## src/rtl/zba_zbc_zbs_sirali.sv

```systemverilog
// Sequential Zba/Zbc/Zbs bit-manipulation unit with a valid/ready handshake on both sides.
// Latency: Zba/Zbs/other ops 1 cycle; Zbc VERI_W/ADIM+1 cycles from acceptance to gecerli_o.
// Backpressure: one operation in flight; hazir_o only in BOSTA, result held in SONUC until hazir_i.

package zba_zbc_zbs_sirali_pkg;

  typedef enum logic [3:0] {
    ISLEM_YOK  = 4'd0,
    ZBA_SH1ADD = 4'd1,
    ZBA_SH2ADD = 4'd2,
    ZBA_SH3ADD = 4'd3,
    ZBS_BCLR   = 4'd4,
    ZBS_BSET   = 4'd5,
    ZBS_BINV   = 4'd6,
    ZBS_BEXT   = 4'd7,
    ZBC_CLMUL  = 4'd8,
    ZBC_CLMULH = 4'd9,
    ZBC_CLMULR = 4'd10
  } amb_islem_t;

endpackage

module zba_zbc_zbs_sirali
  import zba_zbc_zbs_sirali_pkg::*;
#(
  parameter int VERI_W = 32,
  parameter int ADIM   = 1
) (
  input  logic              clk_i,
  input  logic              rst_ni,
  input  logic              gecerli_i,
  output logic              hazir_o,
  input  amb_islem_t        islem_i,
  input  logic [VERI_W-1:0] veri1_i,
  input  logic [VERI_W-1:0] veri2_i,
  input  logic              iptal_i,
  output logic              gecerli_o,
  input  logic              hazir_i,
  output logic [VERI_W-1:0] sonuc_o
);

  localparam int SAYI  = VERI_W / ADIM;
  localparam int SAY_W = $clog2(SAYI) + 1;
  localparam int IDX_W = $clog2(VERI_W);

  typedef enum logic [1:0] {
    BOSTA   = 2'd0,
    HESAPLA = 2'd1,
    SONUC   = 2'd2
  } durum_t;

  durum_t                durum_q, durum_d;
  amb_islem_t            islem_q, islem_d;
  // Multiplicand pre-shifted left by the bits already consumed, so no variable shifter is needed.
  logic [2*VERI_W-1:0]   carpan_q, carpan_d;
  // Multiplier shifted right each cycle; its low ADIM bits are the current chunk.
  logic [VERI_W-1:0]     veri2_q, veri2_d;
  logic [2*VERI_W-1:0]   acc_q, acc_d;
  logic [SAY_W-1:0]      sayac_q, sayac_d;
  logic [VERI_W-1:0]     sonuc_q, sonuc_d;

  logic [VERI_W-1:0]     tek_sonuc;
  logic [2*VERI_W-1:0]   acc_sonraki;
  logic [VERI_W-1:0]     zbc_sonuc;
  logic                  zbc_mi;
  logic [IDX_W-1:0]      bit_idx;
  logic [VERI_W-1:0]     bit_maske;

  // Single-cycle Zba/Zbs result straight from the request operands.
  always_comb begin
    tek_sonuc = '0;
    bit_idx   = veri2_i[IDX_W-1:0];
    bit_maske = {{(VERI_W-1){1'b0}}, 1'b1} << bit_idx;
    zbc_mi    = (islem_i == ZBC_CLMUL) || (islem_i == ZBC_CLMULH) || (islem_i == ZBC_CLMULR);
    case (islem_i)
      ZBA_SH1ADD: tek_sonuc = veri2_i + (veri1_i << 1);
      ZBA_SH2ADD: tek_sonuc = veri2_i + (veri1_i << 2);
      ZBA_SH3ADD: tek_sonuc = veri2_i + (veri1_i << 3);
      ZBS_BCLR:   tek_sonuc = veri1_i & ~bit_maske;
      ZBS_BSET:   tek_sonuc = veri1_i | bit_maske;
      ZBS_BINV:   tek_sonuc = veri1_i ^ bit_maske;
      ZBS_BEXT:   tek_sonuc[0] = veri1_i[bit_idx];
      default:    tek_sonuc = '0;
    endcase
  end

  // One carry-less step: fold in veri1 << k for each set multiplier bit of this chunk.
  always_comb begin
    acc_sonraki = acc_q;
    for (int j = 0; j < ADIM; j++) begin
      if (veri2_q[j]) begin
        acc_sonraki = acc_sonraki ^ (carpan_q << j);
      end
    end
  end

  // Pick the requested half of the finished product; CLMULR is the window one bit below CLMULH.
  always_comb begin
    zbc_sonuc = '0;
    case (islem_q)
      ZBC_CLMUL:  zbc_sonuc = acc_sonraki[VERI_W-1:0];
      ZBC_CLMULH: zbc_sonuc = acc_sonraki[2*VERI_W-1:VERI_W];
      ZBC_CLMULR: zbc_sonuc = acc_sonraki[2*VERI_W-2:VERI_W-1];
      default:    zbc_sonuc = '0;
    endcase
  end

  // Next-state, datapath updates and handshake outputs; flush overrides everything.
  always_comb begin
    durum_d   = durum_q;
    islem_d   = islem_q;
    carpan_d  = carpan_q;
    veri2_d   = veri2_q;
    acc_d     = acc_q;
    sayac_d   = sayac_q;
    sonuc_d   = sonuc_q;
    hazir_o   = 1'b0;
    gecerli_o = 1'b0;
    sonuc_o   = '0;

    case (durum_q)
      BOSTA: begin
        hazir_o = 1'b1;
        if (gecerli_i) begin
          islem_d  = islem_i;
          carpan_d = {{VERI_W{1'b0}}, veri1_i};
          veri2_d  = veri2_i;
          acc_d    = '0;
          sayac_d  = '0;
          if (zbc_mi) begin
            durum_d = HESAPLA;
          end else begin
            sonuc_d = tek_sonuc;
            durum_d = SONUC;
          end
        end
      end
      HESAPLA: begin
        acc_d    = acc_sonraki;
        carpan_d = carpan_q << ADIM;
        veri2_d  = veri2_q >> ADIM;
        sayac_d  = sayac_q + 1'b1;
        if (sayac_q == SAY_W'(SAYI - 1)) begin
          sonuc_d = zbc_sonuc;
          durum_d = SONUC;
        end
      end
      SONUC: begin
        gecerli_o = 1'b1;
        sonuc_o   = sonuc_q;
        if (hazir_i) begin
          durum_d = BOSTA;
        end
      end
      default: begin
        durum_d = BOSTA;
      end
    endcase

    if (iptal_i) begin
      durum_d = BOSTA;
      acc_d   = '0;
      sayac_d = '0;
    end
  end

  // State and datapath registers; reset aborts any operation without waiting for an edge.
  always_ff @(posedge clk_i or negedge rst_ni) begin
    if (!rst_ni) begin
      durum_q  <= BOSTA;
      islem_q  <= ISLEM_YOK;
      carpan_q <= '0;
      veri2_q  <= '0;
      acc_q    <= '0;
      sayac_q  <= '0;
      sonuc_q  <= '0;
    end else begin
      durum_q  <= durum_d;
      islem_q  <= islem_d;
      carpan_q <= carpan_d;
      veri2_q  <= veri2_d;
      acc_q    <= acc_d;
      sayac_q  <= sayac_d;
      sonuc_q  <= sonuc_d;
    end
  end

endmodule

```

## config.mk

```make
export PLATFORM = sky130hd
export DESIGN_NAME = zba_zbc_zbs_sirali
export DESIGN_NICKNAME = d
export VERILOG_FILES = /design/src/rtl/zba_zbc_zbs_sirali.sv
export SDC_FILE = /design/constraint.sdc
export NUM_CORES = 1
export LEC_CHECK = 0
export CAP_MARGIN = 20
export CORE_ASPECT_RATIO = 1.2
export CORE_MARGIN = 10
export CORE_UTILIZATION = 61
export DETAILED_ROUTE_END_ITERATION = 16
export HOLD_SLACK_MARGIN = 0.03
export PLACE_DENSITY = 0.8
export SYNTH_ARGS = -nofsm -noshare
export SYNTH_HDL_FRONTEND = slang
export SYNTH_SLANG_ARGS = --single-unit
```

## constraint.sdc

```tcl
create_clock -name clk_i -period 2.7 [get_ports clk_i]
set_input_delay 0.54 -clock clk_i [delete_from_list [all_inputs] [get_ports clk_i]]
set_output_delay 0.54 -clock clk_i [all_outputs]
set_load 0.01 [all_outputs]
```

==> run_results.csv, run 1 <==
group,metric,value,unit
run_status,status,"finished, violations left",
run_status,violations,"setup timing",
global_routing,track_usage,0.367,
worst_setup_path,crit_fanout,2,
placement,dp_slack,-1.04,ns
cts,clk_pin_slew,0.08,ns
cts,cts.sinks,204,
placement,gp_congestion,1.03,
detailed_routing,drt-total-wl,71.8,mm
cts,numCtsBuffers,23,
global_routing,grt_max_degree,137,
detailed_routing,first_iter_violations,2764,
sta,tightest_slew,0.705,ns
cts,htree_num_levels,1,
synth,yosys_most_used_dff,"dfrtp_1",
synth,async_reset_ff_frac,1.00,
detailed_routing,drtPass1Iterations,8,
floorplan,fp.dieH,203,µm
finish,final_nets,2729,
synth,synthesis.nets,2281,
floorplan,die-area,0.0351,mm²
worst_setup_path,worstPathRequired,3.08,ns
synth,synthCells,2053,
finish,fill_cells,1521,
detailed_routing,post_drt_wl_per_cell,24.8,µm
sta,finalClockSkew,0.0188,ns
synth,yosysTopAreaCellShare,0.299,
worst_setup_path,critPathCaptureType,"flop",
finish,drive_gt1_frac,0.271,
sta,hold_violations,0,
pwr,ir_drop,0.000545,V
synth,synth.top_cells.by_area,"dfrtp_1 (30%), ha_1 (11%), nand2_1 (6.2%)",
floorplan,num_rows,67,
synth,ys_ff_latch,204,
sta,slew_headroom,0.530,
placement,place_area,0.0216,mm²
detailed_routing,ant_nets,0,
cts,clockRootBuffer,"clkbuf_16",
pwr,power_leakage,10.5,nW
floorplan,core-area,0.0277,mm²
synth,ys_seq_area_frac,0.299,
cts,cts_buffer_depth,3,
synth,synth-edff-count,0,
synth,synth_cell_types,87,
global_routing,antenna_found_initial,0,
global_routing,grt_first_pass_wirelength,105,mm
sta,finalMaxSlewViolations,0,
synth,synth_warnings,0,
floorplan,initial_core_util,0.616,
cts,cts_tree,"built",
worst_setup_path,path_class,"in2reg",
worst_setup_path,cp.arrival,3.17,ns
detailed_routing,via_per_inst,6.78,
finish,area_growth,37.4,%
sta,max_freq,358,MHz
global_routing,grt_pass1_vias,19100,
sta,setup_viol,7,
detailed_routing,drc,0,
global_routing,grt_overflow,0,
finish,fin_area,0.0235,mm²
placement,hpwl,49.6,mm
detailed_routing,vias,19600,
floorplan,ios,107,
sta,period_share,1.03,
floorplan,die_w,173,µm
worst_setup_path,r2r_setup_slack,-0.02,ns
worst_setup_path,start_kind,"primary input",
synth,synth_top_cell_by_area,"dfrtp_1",
cts,clock_latency,0.54,ns
sta,grt_setup_unrepaired,"true",
synth,synth_area_per_cell,8.33,µm²
run,maxCapViolations,0,
synth,synth_area,0.0171,mm²
hold_path,hold_path.class,"in2reg",
sta,worst_slack,-0.0902,ns
placement,port-buffer-count,106,
sta,fin_crit,2.79,ns
pwr,power.density,463,mW/mm²
## routing by layer
metal / routed length (µm) / global-route usage / vias up
li1: - / - / 8305
met3: 7230 / 0.0527 / 443
met2: 33200 / 0.624 / 1540
met1: 25500 / 0.441 / 9361
met5: 0 / 0 / -
met4: 5880 / 0.208 / 0
## repair_timing
item,CTS,global route
pin swaps,32,54
buffers inserted,3,13
endpoints found under the setup margin,37,41
resized for setup,114,142
endpoints found under the hold margin,9,0
cloned,0,3
hold buffers,1,0
## final timing paths
kind	startpoint	endpoint	depth (start not counted)
setup / recovery	veri2_i[3]	sonuc_q[15]	15
hold / removal	veri1_i[0]	carpan_q[0]	3
setup reg to reg	islem_q[2]	sonuc_q[21]	7
hold reg to reg	sonuc_q[8]	sonuc_q[8]	2
max in group asynchronous	rst_ni	durum_q[1]	3
min in group asynchronous	rst_ni	carpan_q[37]	2
## cell usage after synthesis, types with 18 or more instances
cell and instances:
clkbuf_1 105, nor3b_1 21, nand2b_1 19, o22ai_1 26, xnor2_1 69, xor2_1 67
a31oi_1 18, mux2i_1 43, dfrtp_1 204, ha_1 152, nor3_1 26, nand2_1 281
a21o_1 46, a221oi_1 23, nor2_1 151, a211oi_1 41, and2_1 47, a21oi_1 147
o21ai_0 158, a22o_1 58, o221ai_1 18, nand3_1 25, inv_1 60
## state kept, by name (all words and copies together), names as in the netlist
register and flops:
acc_q 64, sayac_q 6, durum_q 2, veri2_q 32, carpan_q 64, islem_q 4
sonuc_q 32
## metrics by stage
stage	hold slack (ns)	TNS, ns	util	total power (W)	instances
after floorplan	0.244	-0.106	-	0.00537	2053
after global placement	0.462	-22.80	0.780	0.00699	2835
after detailed placement	0.470	-24.48	0.780	0.00709	2835
after CTS	0.450	-0.287	0.821	0.0104	2879
after global routing	0.389	-0.952	0.846	0.0112	2895
final	0.376	-0.307	0.846	0.0109	2897
## area by class of cell
type	instances	area [µm²]	area share
Inverter	60	228	0.00970
Tap cell	379	474	0.0202
Antenna cell	2	5.00	0.000213
Clock buffer	31	646	0.0275
Clock inverter	9	110	0.00469
Timing Repair Buffer	560	4670	0.199
Multi-Input combinational cell	1652	12200	0.521
Sequential cell	204	5110	0.218
## worst max-delay path, stage by stage
cell and delay, ns:
buf_4 0.10, ha_4 0.13, inv_2 0.04, fa_2 0.37
nand2b_4 0.18, a2111oi_4 0.56, buf_4 0.20, buf_4 0.10
o31ai_1 0.06, nand2b_1 0.13, a31oi_1 0.11, xor2_1 0.21
nor2_1 0.07, a311oi_2 0.23, o21ai_0 0.12
## power by group
group	leakage (nW)	total, W	switching (W)	internal [W]
Combinational	7.48	0.00400	0.00223	0.00177
Sequential	2.69	0.00358	0.000248	0.00333
Clock	0.374	0.00329	0.00141	0.00187
## placed cells by master (no fill, tap or decap), types with 17 or more instances in the layout
cell             count
clkdlybuf4s50_1     54
a211oi_1            32
a21o_1              46
mux2i_1             43
inv_1               58
o221ai_1            17
nor3b_1             20
and2_1              42
dfrtp_1            201
dlygate4sd2_1       19
a22o_1              58
nand2b_1            17
clkbuf_16           26
nor2_1             146
o21ai_0            147
nand2_1            279
ha_1               123
ha_4                26
a21oi_1            131
buf_4              429
o22ai_1             24
xor2_1              66
xnor2_1             69
nor3_1              22
a221oi_1            20
nand3_1             18
o21ai_1             18
## cell families after synthesis
family          synth area share
mux                       0.0417
simple gates               0.172
xor+xnor                  0.0697
flops                      0.299
fa+ha+maj                  0.115
compound gates             0.258
buf+inv                   0.0452
No activity file was read; power rests on OpenSTA's default activity.
==> inputs of run 2 (changes only) <==
--- a/config.mk
+++ b/config.mk
@@ -10,8 +10,10 @@
 export CORE_MARGIN = 10
 export CORE_UTILIZATION = 61
 export DETAILED_ROUTE_END_ITERATION = 16
+export GPL_TIMING_DRIVEN = 0
 export HOLD_SLACK_MARGIN = 0.03
 export PLACE_DENSITY = 0.8
+export SKIP_LAST_GASP = 1
 export SYNTH_ARGS = -nofsm -noshare
 export SYNTH_HDL_FRONTEND = slang
 export SYNTH_SLANG_ARGS = --single-unit
==> run 2 against run 1 <==
Global-route usage is 0.71 points lower. Combinational power is 15% lower. Register-to-register slack about the same. Hold slack got worse by 0.083 ns. The flow still finishes with violations (setup timing). First-iteration DRC count shrank 21%.
==> run_results.csv, run 2 (synthesized netlist as in run 1, its figures left out) <==
group,metric,value,unit
run_status,status,"finished, violations left",
run_status,violations,"setup timing",
sta,slew_headroom,0.254,
finish,area_growth,21.8,%
floorplan,die-area,0.0351,mm²
global_routing,grt_max_degree,128,
detailed_routing,post_drt_wl_per_cell,25.9,µm
global_routing,antenna_found_initial,1,
pwr,power_leakage,8.82,nW
sta,tightest_slew,1.12,ns
detailed_routing,first_iter_violations,2178,
worst_setup_path,r2r_setup_slack,-0.01,ns
sta,max_freq,359,MHz
worst_setup_path,worstReg2RegEnd,"sonuc_q[22]",
pwr,power.density,478,mW/mm²
placement,gp_congestion,1.04,
placement,hpwl,49.7,mm
cts,clockRootBuffer,"clkbuf_16",
worst_setup_path,start_kind,"primary input",
detailed_routing,vias,17500,
sta,finalMaxSlewViolations,0,
hold_path,hold_path.class,"in2reg",
worst_setup_path,crit_fanout,10,
global_routing,track_usage,0.360,
detailed_routing,drc,0,
worst_setup_path,worstPathRequired,3.15,ns
placement,dp_cells,2536,
finish,final_nets,2432,
cts,cts_buffer_depth,3,
finish,finalNonFillerCells,2599,
detailed_routing,drt-total-wl,67.2,mm
hold_path,hold_end,"carpan_q[0]",
sta,setup_viol,14,
worst_setup_path,r2r_start,"islem_q[2]",
floorplan,num_rows,67,
cts,numCtsBuffers,23,
worst_setup_path,path_class,"in2reg",
hold_path,whs_path_depth,2,
finish,drive_gt1_frac,0.163,
sta,fin_crit,2.79,ns
sta,worst_slack,-0.0872,ns
worst_setup_path,cp.arrival,3.24,ns
cts,clock_latency,0.53,ns
floorplan,core-area,0.0277,mm²
floorplan,die_w,173,µm
sta,hold_violations,0,
worst_setup_path,reg2regPathDepth,9,
cts,htree_num_levels,1,
finish,final_common_cell,"nand2_1",
detailed_routing,drtPass1Iterations,7,
hold_path,min_from,"veri1_i[0]",
run,maxCapViolations,0,
sta,finalClockSkew,0.0222,ns
placement,port-buffer-count,102,
detailed_routing,via_per_inst,6.75,
sta,period_share,1.03,
floorplan,ios,107,
cts,clk_pin_slew,0.07,ns
placement,place_area,0.0187,mm²
detailed_routing,ant_nets,0,
cts,cts.sinks,204,
global_routing,grt_overflow,0,
global_routing,grt_first_pass_wirelength,99.9,mm
cts,cts_tree,"built",
pwr,ir_drop,0.000543,V
floorplan,fp.dieH,203,µm
worst_setup_path,critPathCaptureType,"flop",
finish,top_regs,"acc_q (64), carpan_q (64)",
finish,layout_common_cells,"nand2_1 (281), dfrtp_1 (203), o21ai_0 (148)",
floorplan,initial_core_util,0.616,
finish,fin_area,0.0208,mm²
worst_setup_path,cp-startpoint,"islem_i[3]",
sta,grt_setup_unrepaired,"true",
global_routing,grt_pass1_vias,17500,
## run 2: final cells by class
cell class | instances | area [µm²]
Clock inverter | 11 | 70.1
Buffer | 123 | 612
Multi-Input combinational cell | 1652 | 12500
Clock buffer | 29 | 618
Inverter | 60 | 231
Fill cell | 2041 | 6940
Tap cell | 379 | 474
Sequential cell | 204 | 5110
Antenna cell | 1 | 2.50
Timing Repair Buffer | 140 | 1210
## run 2: worst max-delay path, cell delays in order
cell             delay [ns]
clkdlybuf4s50_1        0.67
nor2_4                 0.34
and2_2                 0.39
clkbuf_2               0.46
a211oi_2               0.24
o221ai_4               0.39
o21a_1                 0.19
## run 2: per-layer routing
metal / part of all wire / track usage / vias up
li1: - / - / 7734
met4: 0.082 / 0.249 / 0
met1: 0.36 / 0.414 / 8377
met2: 0.46 / 0.603 / 1105
met3: 0.092 / 0.0660 / 315
met5: 0 / 0 / -
## run 2: how the worst max path moves through the flow
stage / end / slack (ns)
floorplan: sonuc_q[19] / -0.11
CTS: sonuc_q[2] / -0.10
global route: sonuc_q[28] / -0.13
detailed placement: sonuc_q[6] / -1.79
finish: sonuc_q[7] / -0.09
global placement: veri2_q[28] / -7.34
## run 2: report_power, final
group / internal, W / leakage, nW / total, W / switching [W]
registers: 0.00333 / 2.69 / 0.00357 / 0.000241
logic: 0.00128 / 5.78 / 0.00341 / 0.00212
clock network: 0.00163 / 0.347 / 0.00298 / 0.00135
## run 2: what timing repair did
action                                  in CTS  in global routing
setup buffers                               14                 21
gates resized for setup                    330                172
hold buffers                                 1                  0
pin swaps                                   29                 48
endpoints found under the setup margin     181                 76
endpoints found under the hold margin       28                  0
## run 2: stage by stage
step	total power (W)	hold slack (ns)	TNS [ns]	worst slack (ns)	util
final	0.00996	0.292	-0.493	-0.0872	0.750
after global routing	0.0103	0.308	-1.05	-0.132	0.750
after CTS	0.00962	0.291	-0.220	-0.100	0.734
after detailed placement	0.00648	0.473	-178.37	-1.79	0.675
after global placement	0.00642	0.463	-1648.50	-7.34	0.673
after floorplan	0.00537	0.244	-0.106	-0.106	-
